--- src/rtl/pipe_ctrl_unit.sv ---
// Pipeline stall/flush controller: per-stage stall masks from stall requests,
// exception/ERET redirect sequencing gated by bus activity, programmable flush
// length, and a saturating count of stalled cycles.
module pipe_ctrl_unit #(
  parameter int                NSTAGE       = 6,
  parameter int                XLEN         = 32,
  parameter logic [XLEN-1:0]   EXC_VECTOR   = 32'hBFC00380,
  parameter logic [XLEN-1:0]   ERET_CODE    = 32'h0000000E,
  parameter int                FLUSH_CYCLES = 1,
  parameter int                CNT_W        = 32
) (
  input  logic              clk,
  input  logic              resetn,
  input  logic [NSTAGE-1:0] stallreq_i,
  input  logic [XLEN-1:0]   excepttype_i,
  input  logic [XLEN-1:0]   cp0_epc_i,
  input  logic              bus_busy_i,
  output logic [NSTAGE-1:0] stall_o,
  output logic              flush_o,
  output logic [XLEN-1:0]   new_pc_o,
  output logic              new_pc_valid_o,
  output logic [CNT_W-1:0]  stall_cnt_o
);

  localparam int FCW = (FLUSH_CYCLES > 1) ? $clog2(FLUSH_CYCLES) : 1;

  typedef enum logic [1:0] {IDLE, WAIT_BUS, FLUSH} state_t;

  state_t            state;
  logic [XLEN-1:0]   target;
  logic [FCW-1:0]    fcnt;
  logic [NSTAGE-1:0] req_mask;
  logic              exc;
  logic [XLEN-1:0]   sel_tgt;

  // A stalled stage must also freeze every stage upstream of it, so each bit
  // is the OR of its own request and all requests further down the pipe.
  for (genvar k = 0; k < NSTAGE; k++) begin : g_mask
    assign req_mask[k] = |stallreq_i[NSTAGE-1:k];
  end

  assign exc     = |excepttype_i;
  assign sel_tgt = (excepttype_i == ERET_CODE) ? cp0_epc_i : EXC_VECTOR;

  // Stall mask is combinational so a request freezes stages in the same cycle.
  always_comb begin
    stall_o = '0;
    case (state)
      IDLE:     stall_o = exc ? '1 : req_mask;
      WAIT_BUS: stall_o = '1;
      default:  stall_o = '0;
    endcase
  end

  // Redirect FSM; flush and PC outputs are registered so they line up with the state.
  always_ff @(posedge clk or negedge resetn) begin
    if (!resetn) begin
      state          <= IDLE;
      target         <= '0;
      fcnt           <= '0;
      flush_o        <= 1'b0;
      new_pc_o       <= '0;
      new_pc_valid_o <= 1'b0;
    end else begin
      new_pc_valid_o <= 1'b0;
      case (state)
        IDLE: begin
          if (exc) begin
            target <= sel_tgt;
            if (bus_busy_i) begin
              state <= WAIT_BUS;
            end else begin
              state          <= FLUSH;
              flush_o        <= 1'b1;
              new_pc_o       <= sel_tgt;
              new_pc_valid_o <= 1'b1;
              fcnt           <= FCW'(FLUSH_CYCLES - 1);
            end
          end
        end
        WAIT_BUS: begin
          // Target was captured on entry; EPC changes while waiting are ignored.
          if (!bus_busy_i) begin
            state          <= FLUSH;
            flush_o        <= 1'b1;
            new_pc_o       <= target;
            new_pc_valid_o <= 1'b1;
            fcnt           <= FCW'(FLUSH_CYCLES - 1);
          end
        end
        FLUSH: begin
          if (fcnt == '0) begin
            state   <= IDLE;
            flush_o <= 1'b0;
          end else begin
            fcnt <= fcnt - 1'b1;
          end
        end
        default: begin
          state   <= IDLE;
          flush_o <= 1'b0;
        end
      endcase
    end
  end

  // Saturating count of cycles in which any stage is held.
  always_ff @(posedge clk or negedge resetn) begin
    if (!resetn)
      stall_cnt_o <= '0;
    else if ((|stall_o) && (stall_cnt_o != '1))
      stall_cnt_o <= stall_cnt_o + 1'b1;
  end

endmodule
--- config.mk ---
export PLATFORM = sky130hd
export DESIGN_NAME = pipe_ctrl_unit
export DESIGN_NICKNAME = d
export VERILOG_FILES = /design/src/rtl/pipe_ctrl_unit.sv
export SDC_FILE = /design/constraint.sdc
export NUM_CORES = 1
export LEC_CHECK = 0
export BUFFER_PORTS_ARGS = -buffer_cell sky130_fd_sc_hd__buf_2
export CORE_UTILIZATION = 45
export CTS_CLUSTER_DIAMETER = 150
export DETAILED_ROUTE_END_ITERATION = 10
export PLACE_DENSITY_LB_ADDON = 0.15
export SYNTH_ARGS = -nofsm -noshare
export SYNTH_HDL_FRONTEND = slang
export SYNTH_SLANG_ARGS = --single-unit
export TNS_END_PERCENT = 100
--- constraint.sdc ---
create_clock -name clk -period 2.1 [get_ports clk]
set_input_delay 0.315 -clock clk [delete_from_list [all_inputs] [get_ports clk]]
set_output_delay 0.315 -clock clk [all_outputs]
set_load 0.005 [all_outputs]
# After elaboration in Yosys (flattened, before gate mapping)
# Index checks and enable logic that the tools add are counted.
# totals
ff_bits	101
output_inout_bits	72
elab_cells	56
# op_classes
n_addsub	2
n_eq_ne	8
mux	23
n_reduce_logical	16
# ops
cell	n
$mux 32	4
$pmux 32 s2	1
$add 32x1->32 const B	1
$eq 32x4->1 const B	1
$ne 32x32->1 const B	1
$reduce_or 32->1	1
$pmux 6 s2	1
$reduce_or 6->1	2
$mux 1	8
$mux 2	4
$ne 2x2->1 const B	4
$mux 6	1
$pmux 1 s3	2
$pmux 2 s3	1
$reduce_and 2->1	3
$reduce_or 5->1	1
$reduce_and 4->1	1
$reduce_or 4->1	1
$reduce_and 3->1	1
$reduce_bool 3->1	1
$reduce_or 3->1	1
$eq 2x1->1 const B	1
$eq 2x2->1 const B	1
$logic_not 2->1	1
other kinds (5)	5

# Longest topological paths before layout
# Gate-level depths: netlist of the first run.
# logic_depth
ltp_word	5
depth_mapped	9
depth_no_buf	7

# Least setup slack after synthesis of the first run
# Ideal clock, no wire load.
# synth_timing
kind	flip-flop to flip-flop
from	register stall_cnt_o[0]
to	register stall_cnt_o[14]
arrival_time_ns	1.954
t_required_ns	1.975
path_slack_ns	0.021
path_stages_with_launch	10
path_buffers	2
path_cell_list	dfrtp_1 -> ha_1 -> nand3_1 -> nor3_1 -> and3_1 -> buf_2 -> a21oi_1 -> clkbuf_1 -> nand4_1 -> xnor2_1
# synth_between
elab_chain_cells	2
elab_cells_between_ends	3
# synth_rtl
item	line_no	text
start, declared	22	output logic [CNT_W-1:0] stall_cnt_o
start signal, assigned	112	stall_cnt_o <= stall_cnt_o + 1'b1;
parallel branches: the longest is 2 deep, another holds $add 32x1->32	n/a	
# Parallel ways; which one is timed is not known.
# A chain may end at the register's enable or synchronous reset.

# Final worst setup path of the first run
# layout_timing
from	register state[0]
to	output stall_o[0]
# layout_between
elab_chain_cells	2
elab_cells_between_ends	3
# layout_rtl
item	line_no	text
start, declared	29	state_t state;
start signal, assigned	58	state <= IDLE;
start signal, assigned	71	state <= WAIT_BUS;
start signal, assigned	73	state <= FLUSH;
$eq 2x1->1 or $logic_not 2->1 (tied branches)	48	case (state)
$pmux 6 s2 (*)	48	
end, declared	18	output logic [NSTAGE-1:0] stall_o,
# Mark *: on every way between the ends. The rest lies on a longest branch, timed or not.

==> results of run 1 <==
-- power by group --
part           internal (mW)  switching [mW]
Clock                  0.485           0.715
Combinational          0.373           0.404
Sequential              2.08           0.102
-- state kept, by name, indices dropped and copies added, names as in the netlist --
signal / count
new_pc_valid_o: 1
flush_o: 1
state: 2
target: 32
fcnt: 1
new_pc_o: 32
stall_cnt_o: 32
-- layout make-up --
cell class                      instances  area [um^2]  share of cell area (%)
Clock buffer                           10          138                    2.24
Clock inverter                          6         52.6                   0.857
Inverter                               10         37.5                   0.612
Multi-Input combinational cell        368         2020                    33.0
Sequential cell                       101         2530                    41.2
Tap cell                              133          166                    2.71
Timing Repair Buffer                  195         1180                    19.3
-- cells in the final DEF (no fill, tap or decap), types with 2 or more instances in the layout --
cell type  synthesis  layout
nor2_1            39      38
buf_12             0       6
o21ai_0           29      29
dfrtp_1          101     100
inv_8              0       2
nand2_1          102     102
nand4_1           18      18
and4_1             2       2
buf_4              0      45
a21oi_1            3       2
a211o_2            0       2
clkbuf_8           0      10
inv_1             10      10
nor3_1            25      25
buf_2             10     143
xor2_1            17      17
nand3_2            1       3
and3_1             6       6
nor4_1            10       8
a31oi_1           24      24
o21ai_1           25      25
nand3_1            8       6
o31ai_1           13      13
and2_1            21      21
xnor2_1           14      14
-- critical path: cells and delay by family, from the launching register on --
kind,cells,cell delay [ns]
AOI/OAI and AO/OA,1,0.26
buffers and inverters,3,0.32
and+or+nand+nor,2,0.32
DFF,1,0.45
-- through the flow --
step | worst slack (ns) | cells | setup TNS [ns] | cell area [um^2] | util (%)
CTS | 0.00124 | 817 | 0 | 6050 | 61.1
global route | -0.0728 | 823 | -0.0728 | 6130 | 61.9
global placement | -0.155 | 800 | -1.49 | 5830 | 58.9
finish | 0.0734 | 823 | 0 | 6130 | 61.9
detailed placement | -0.220 | 800 | -3.06 | 5830 | 58.9
floorplan | 0.0215 | 511 | 0 | 4670 | -
-- per-layer routing --
metal,track usage [%],vias to the layer above
met5,0,-
met4,6.84,0
met3,4.91,16
met2,37.6,104
met1,29.5,2045
li1,-,2108
-- cell families (layout without fill, tap and decap cells) --
logic type / Yosys count / in the layout / synth area share, %
AO/OA/AOI/OAI: 99 / 99 / 12.5
XOR/XNOR: 31 / 31 / 5.82
adder cells (fa/ha/maj): 1 / 1 / 0.268
buffers and inverters: 42 / 221 / 3.65
flip-flops: 101 / 101 / 54.2
AND/OR/NAND/NOR: 237 / 237 / 23.6
-- repair_timing --
action                                  CTS  global route
pin swaps                                 0             4
hold endpoints to repair                 13             0
gates resized for setup                   4             6
hold buffers                              1             0
setup buffers                             0             6
endpoints found under the setup margin   15            16
-- worst paths after layout --
| path | startpoint | end | slack [ns] |
|---|---|---|---|
| max | state[0] | stall_o[0] | 0.07 |
| min | bus_busy_i | state[0] | 0.18 |
| max reg2reg | stall_cnt_o[0] | stall_cnt_o[29] | 0.12 |
| min reg2reg | target[14] | target[14] | 0.48 |
| max in group asynchronous | resetn | stall_cnt_o[23] | 1.13 |
| min in group asynchronous | resetn | stall_cnt_o[21] | 0.35 |
==> results.md, run 1 <==
Yosys:
- Yosys mapped the design onto 32 distinct sky130hd cell types.
- The Yosys step of the flow raised 0 warnings.
- The number of nets in the synthesized netlist is 585.
- Counting instances in the post-synthesis netlist gives the leading cell types as nand2_1, dfrtp_1, nor2_1.
- The synthesis-stage register bit count is 101.
- The predominant post-synthesis flop cell is dfrtp_1.
- The share of flip-flops with an asynchronous set or reset is 100%.
- By area the synthesized netlist is led by dfrtp_1, nand2_1, a31oi_1.
- A synthesized cell averages 9.13 um^2.
- By instance count, the leading cell after synthesis is nand2_1.
- The share of the synthesized area in the top cell type is 54.2%.
- The cell type with the highest aggregate area in the netlist is dfrtp_1.
- After synthesis the cells add up to 4670 um^2.
- In the synthesized netlist, the number of instances is 511.
- Counting flops with a built-in enable in the synthesized netlist gives 0.
- The sequential fraction of the synthesis area is 54.2%.

Critical path:
- Data on the critical path arrives at its endpoint at 1.71 ns.
- The critical path in this run is classified as reg2out.
- The worst setup path is captured at an output port.
- The signal on the critical path passes through nor4_4 -> nand3_2 -> o31ai_4 -> buf_4 -> inv_1 -> buf_2.
- In this design, the stage delay of the slowest critical-path cell is 0.45 ns.
- For this design, the slowest cell found on the critical path is dfrtp_2.
- Data on the critical path is required at its endpoint by 1.78 ns.
- The worst setup path is launched from a flop.
- Of all nets on the critical path, the largest fanout is 4.
- The worst register-to-register path has a depth of 8.

Clock tree:
- The clock-pin transition on the worst setup and hold timing paths is 0.11 ns.
- The number of sinks driven by the clock tree is 101.
- The cell chosen for the clock root is clkbuf_8.
- The level count of the clock H-tree is 3.
- The clock latency reported for the late side of the worst-skew pair is 0.36 ns.
- The number of buffers added by the clock tree synthesis step is 9.
- The maximum buffer depth of the clock tree is 2.
- The CTS tree is built.

Hold path:
- In this run the worst hold path is classified as in2reg.
- The worst hold path was traced through 3 stages.

Global route:
- Global routing consumed, over all layers together, 22.6% of the routing resources.
- Entering global routing, the biggest net connects 63 pins.
- The total overflow left after global routing is 0.
- The number of antenna violations at the first check in global routing is 0.
- The global-route wire length before repair is 19,700 um.
- The number of global-route vias before repair is 4,069.

Route:
- The length of routed wiring on met1 is 5330 um.
- For this run, design rule violations remaining after detail routing come to 0.
- The post-detailed-route wirelength per cell is 14.3 um.
- The first routing iteration left 186 violations.
- Once detail routing completed, the nets flagged for antenna violations numbered 0.
- The final layout contains routed wiring with a total length of 11,700 um.
- The via density per instance is 5.19.
- The amount of wire on met3 after detailed routing is 543 um.
- The via count is 4,273.
- The detailed-router iteration count before antenna repair is 4.
- The sum of met2 wire segment lengths after detailed routing is 5690 um.
- The top metal layer carrying routed signals is met4.

Floorplan:
- The core region is 9910 um^2.
- The number of top-level pins is 145.
- The floorplan has 36 rows.
- The vertical extent of the die is 104 um.
- The die is 104 um wide.
- The full die area is 10,800 um^2.
- The initial standard-cell utilization of the core is 47.1%.

STA:
- In the finished design, the share of the clock period the worst path needs comes to 96.5%.
- The count of endpoints failing hold in the final timing report was 0.
- The worst-margin pin slew is 0.633 ns.
- Setup violations remaining at the end of the flow were counted as 0.
- Measured against its own limit, the worst slew margin works out to 57.8%.
- Clock skew on the completed layout was measured at 0.0130 ns.
- Timing would allow up to 493 MHz.
- For the finished layout, the period the worst path requires is 2.03 ns.
- The number of slew-limit violations in the final report is 0.
- The final-layout worst hold slack is 0.182 ns.
- Setup repair after global routing could not meet its margin everywhere.

Finish:
- The antenna diode count is 0.
- In the final layout, the share of cells above drive strength 1 is 32.5%.
- Fill cells in the final layout number 887.
- Relative to the synthesized area, the layout overhead comes to 31.4%.
- For this run, the post-layout net count is 759.

Power and ir drop:
- Dividing total power by cell area gives a power density of 678 nW/um^2.
- The peak supply drop is 316 uV.
- The total power is 4.16 mW.
- Summed over all cells, the static leakage comes to 3.04 nW.

Run:
- The tool flagged a number of max-cap violations equal to 0.

Place:
- The final HPWL from detailed placement is 8410 um.
- At the end of routability-driven placement, the weighted congestion stood at 0.817.
- The quantity of I/O buffers inserted on ports is 144.

Status:
- The run finished with clean final reports.
No activity file was read; power rests on OpenSTA's default activity.
==> run 2, diff against run 1 <==
Settings changed: CORE_MARGIN set to 2.
==> run 2 against run 1 <==
Global-route usage down 0.10 points. Utilization down 2.2 points. Sequential cell count unchanged. Count of clock-buffer cells in the layout up 2. Critical endpoint is now stall_o[2]. Largest cell class unchanged.
==> results.md, run 2 (synthesis gave the netlist of run 1 again) <==
Floorplan:
- The vertical extent of the die was 106 um (+1.9%).
- The initial standard-cell utilization of the core is 45.8% (-1.3 points).
- The number of top-level pins is 145 (unchanged).
- The die outline width is 106 um (+1.9%).
- The full die area came to 11,200 um^2 (+3.9%).
- The placeable core area is 10,200 um^2 (+2.8%).
- The number of standard-cell rows in the floorplan came to 37 (+2.8%).

Clock tree:
- The number of sinks driven by the clock tree is 101 (unchanged).
- The number of buffers added by the clock tree synthesis step is 9 (unchanged).
- The clock latency reported for the late side of the worst-skew pair came to 0.36 ns (about the same).
- The clock-pin transition on the worst setup and hold timing paths is 0.09 ns (-0.02 ns).
- The tree is rooted in a clkbuf_8.
- The maximum buffer depth of the clock tree came to 2 (unchanged).
- The CTS tree is built.
- The level count of the clock H-tree was 3 (unchanged).

Global route:
- The global router's overall resource usage came to 22.5% (-0.10 points).
- The number of global-route vias before repair was 4,105 (+0.88%).
- The remaining global-route overflow is 0 (unchanged).
- The number of antenna violations at the first check in global routing is 0 (unchanged).
- The pin count of the biggest net entering global routing is 43 (-32%).
- The global-route wire length before repair is 20,200 um (+2.2%).

Critical path:
- The kind of end point of the critical path is an output port.
- The category of the critical setup timing path is in2out.
- The critical-path maximum fanout is 6 (+2).
- The critical path data required time was 1.78 ns (about the same).
- The startpoint type of the worst setup path is a primary input.
- The arrival time at the worst endpoint is 1.69 ns (-0.02 ns).

STA:
- The highest clock rate came to 499 MHz (+1.1%).
- The fraction of the cycle the final worst path needs is 95.5% (-1.0 points).
- The final-layout worst hold slack is 0.180 ns (-0.00251 ns).
- The setup slack after layout was 0.0954 ns (+0.0220 ns).
- The count of endpoints failing setup in the final report is 0 (unchanged).
- The worst-margin pin slew was 0.424 ns (-0.209 ns).
- The headroom to the max-slew limit is 71.7% (+14 points).
- The clock period minus final worst setup slack is 2.00 ns (-0.0220 ns).
- The count of endpoints failing hold in the final timing report was 0 (unchanged).
- Setup repair after global routing could not meet its margin everywhere.
- The worst clock skew on the final layout came to 0.00859 ns (-0.00441 ns).
- The number of slew-limit violations in the final report is 0 (unchanged).

Route:
- The number of antenna-violating nets in the routed design is 0 (unchanged).
- The remaining routing DRC violations is 0 (unchanged).
- The via count is 4,183 (-2.1%).
- The detailed-router iteration count before antenna repair is 4 (unchanged).
- The post-detailed-route wirelength per cell is 14.7 um (+3.0%).
- The number of DRC markers after the initial detailed-route iteration is 138 (-26%).
- The routed wire length is 12,000 um (+2.5%).
- The via density per instance is 5.11 (-1.6%).

Finish:
- The cell area after layout came to 6080 um^2 (-0.84%).
- The largest registers in the layout are new_pc_o (32), stall_cnt_o (32), target (32).
- The final core utilization is 59.7% (-2.2 points).
- The total number of nets in the final design came to 753 (-0.79%).
- The antenna diode count is 0 (unchanged).
- The final cell count without fillers is 819 (-0.49%).
- The most frequent standard cell in the layout excluding fill and tap cells is buf_2.
- Leaving out fill and tap cells, the most frequent cells in the layout are buf_2, nand2_1, dfrtp_1.
- The fraction of final layout cells with drive strength greater than 1 was 31.9% (-0.55 points).
- From synthesis to final layout, the design area changed by 30.3%.

Place:
- The final HPWL from detailed placement is 8420 um (about the same).
- The placed instance count is 799 (-0.13%).
- The post-placement cell area is 5820 um^2 (-0.24%).
- The worst slack at placement is 0.0532 ns (+0.273 ns).
- The quantity of I/O buffers inserted on ports was 144 (unchanged).
- The global placement routability congestion is 0.856 (+4.8%).

Power and ir drop:
- The areal power density over the cells was 660 nW/um^2 (-2.6%).
- The peak supply drop is 431 uV (+36%).
- The standby leakage power is 3.00 nW (-1.2%).

Hold path:
- The worst hold path belongs to the class in2reg.

Run:
- The number of maximum-capacitance violations came to 0 (unchanged).

Status:
- The flow ran to the end, and the final reports show no timing, DRC or antenna violations.
## run 2: power breakdown
| part | total, mW | switching, mW | internal (mW) |
|---|---|---|---|
| combinational | 0.705 | 0.371 | 0.334 |
| clock | 1.12 | 0.656 | 0.461 |
| sequential | 2.19 | 0.112 | 2.08 |
| total | 4.02 | 1.14 | 2.88 |
## run 2: cell type report
| cell class | instances | area (um^2) |
|---|---|---|
| inverter | 10 | 37.5 |
| tap | 136 | 170 |
| sequential | 101 | 2530 |
| fill | 927 | 4110 |
| clock inverter | 3 | 22.5 |
| multi-input combinational | 368 | 2020 |
| timing repair buffer | 189 | 1150 |
| clock buffer | 12 | 145 |
## run 2: metrics by stage
| step | power (mW) | TNS [ns] |
|---|---|---|
| final | 4.02 | 0 |
| after global routing | 4.24 | -0.00376 |
| after CTS | 4.06 | 0 |
| after floorplan | 2.51 | 0 |
| after global placement | 2.91 | 0 |
| after detailed placement | 2.92 | 0 |
## run 2: final timing paths
path	from	to	slack, ns	cells past startpoint
hold / removal	cp0_epc_i[2]	target[2]	0.18	3
max in group asynchronous	resetn	stall_cnt_o[30]	1.01	3
setup / recovery	excepttype_i[21]	stall_o[2]	0.1	8
setup reg to reg	stall_cnt_o[4]	stall_cnt_o[25]	0.11	6
hold reg to reg	new_pc_o[29]	new_pc_o[29]	0.48	2
min in group asynchronous	resetn	target[28]	0.42	2
## run 2: critical path: stages
cell and delay (ns):
buf_2 0.10, nor4_2 0.27, nand4_1 0.19, nor2_2 0.19
buf_4 0.16, and2_1 0.22, a31oi_1 0.10, buf_2 0.13
## run 2: repair_timing
action	CTS	global route
endpoints found under the setup margin	0	17
buffers inserted	0	4
resized for setup	0	10
hold buffers	1	0
hold endpoints to repair	27	0
## run 2: per-layer routing
layer / wire (um) / global-route usage (%) / vias to the layer above
met5: 0 / 0 / -
met4: 204 / 7.89 / 0
met3: 792 / 4.39 / 16
met2: 5630 / 35.9 / 112
met1: 5390 / 30.6 / 1966
li1: - / - / 2089
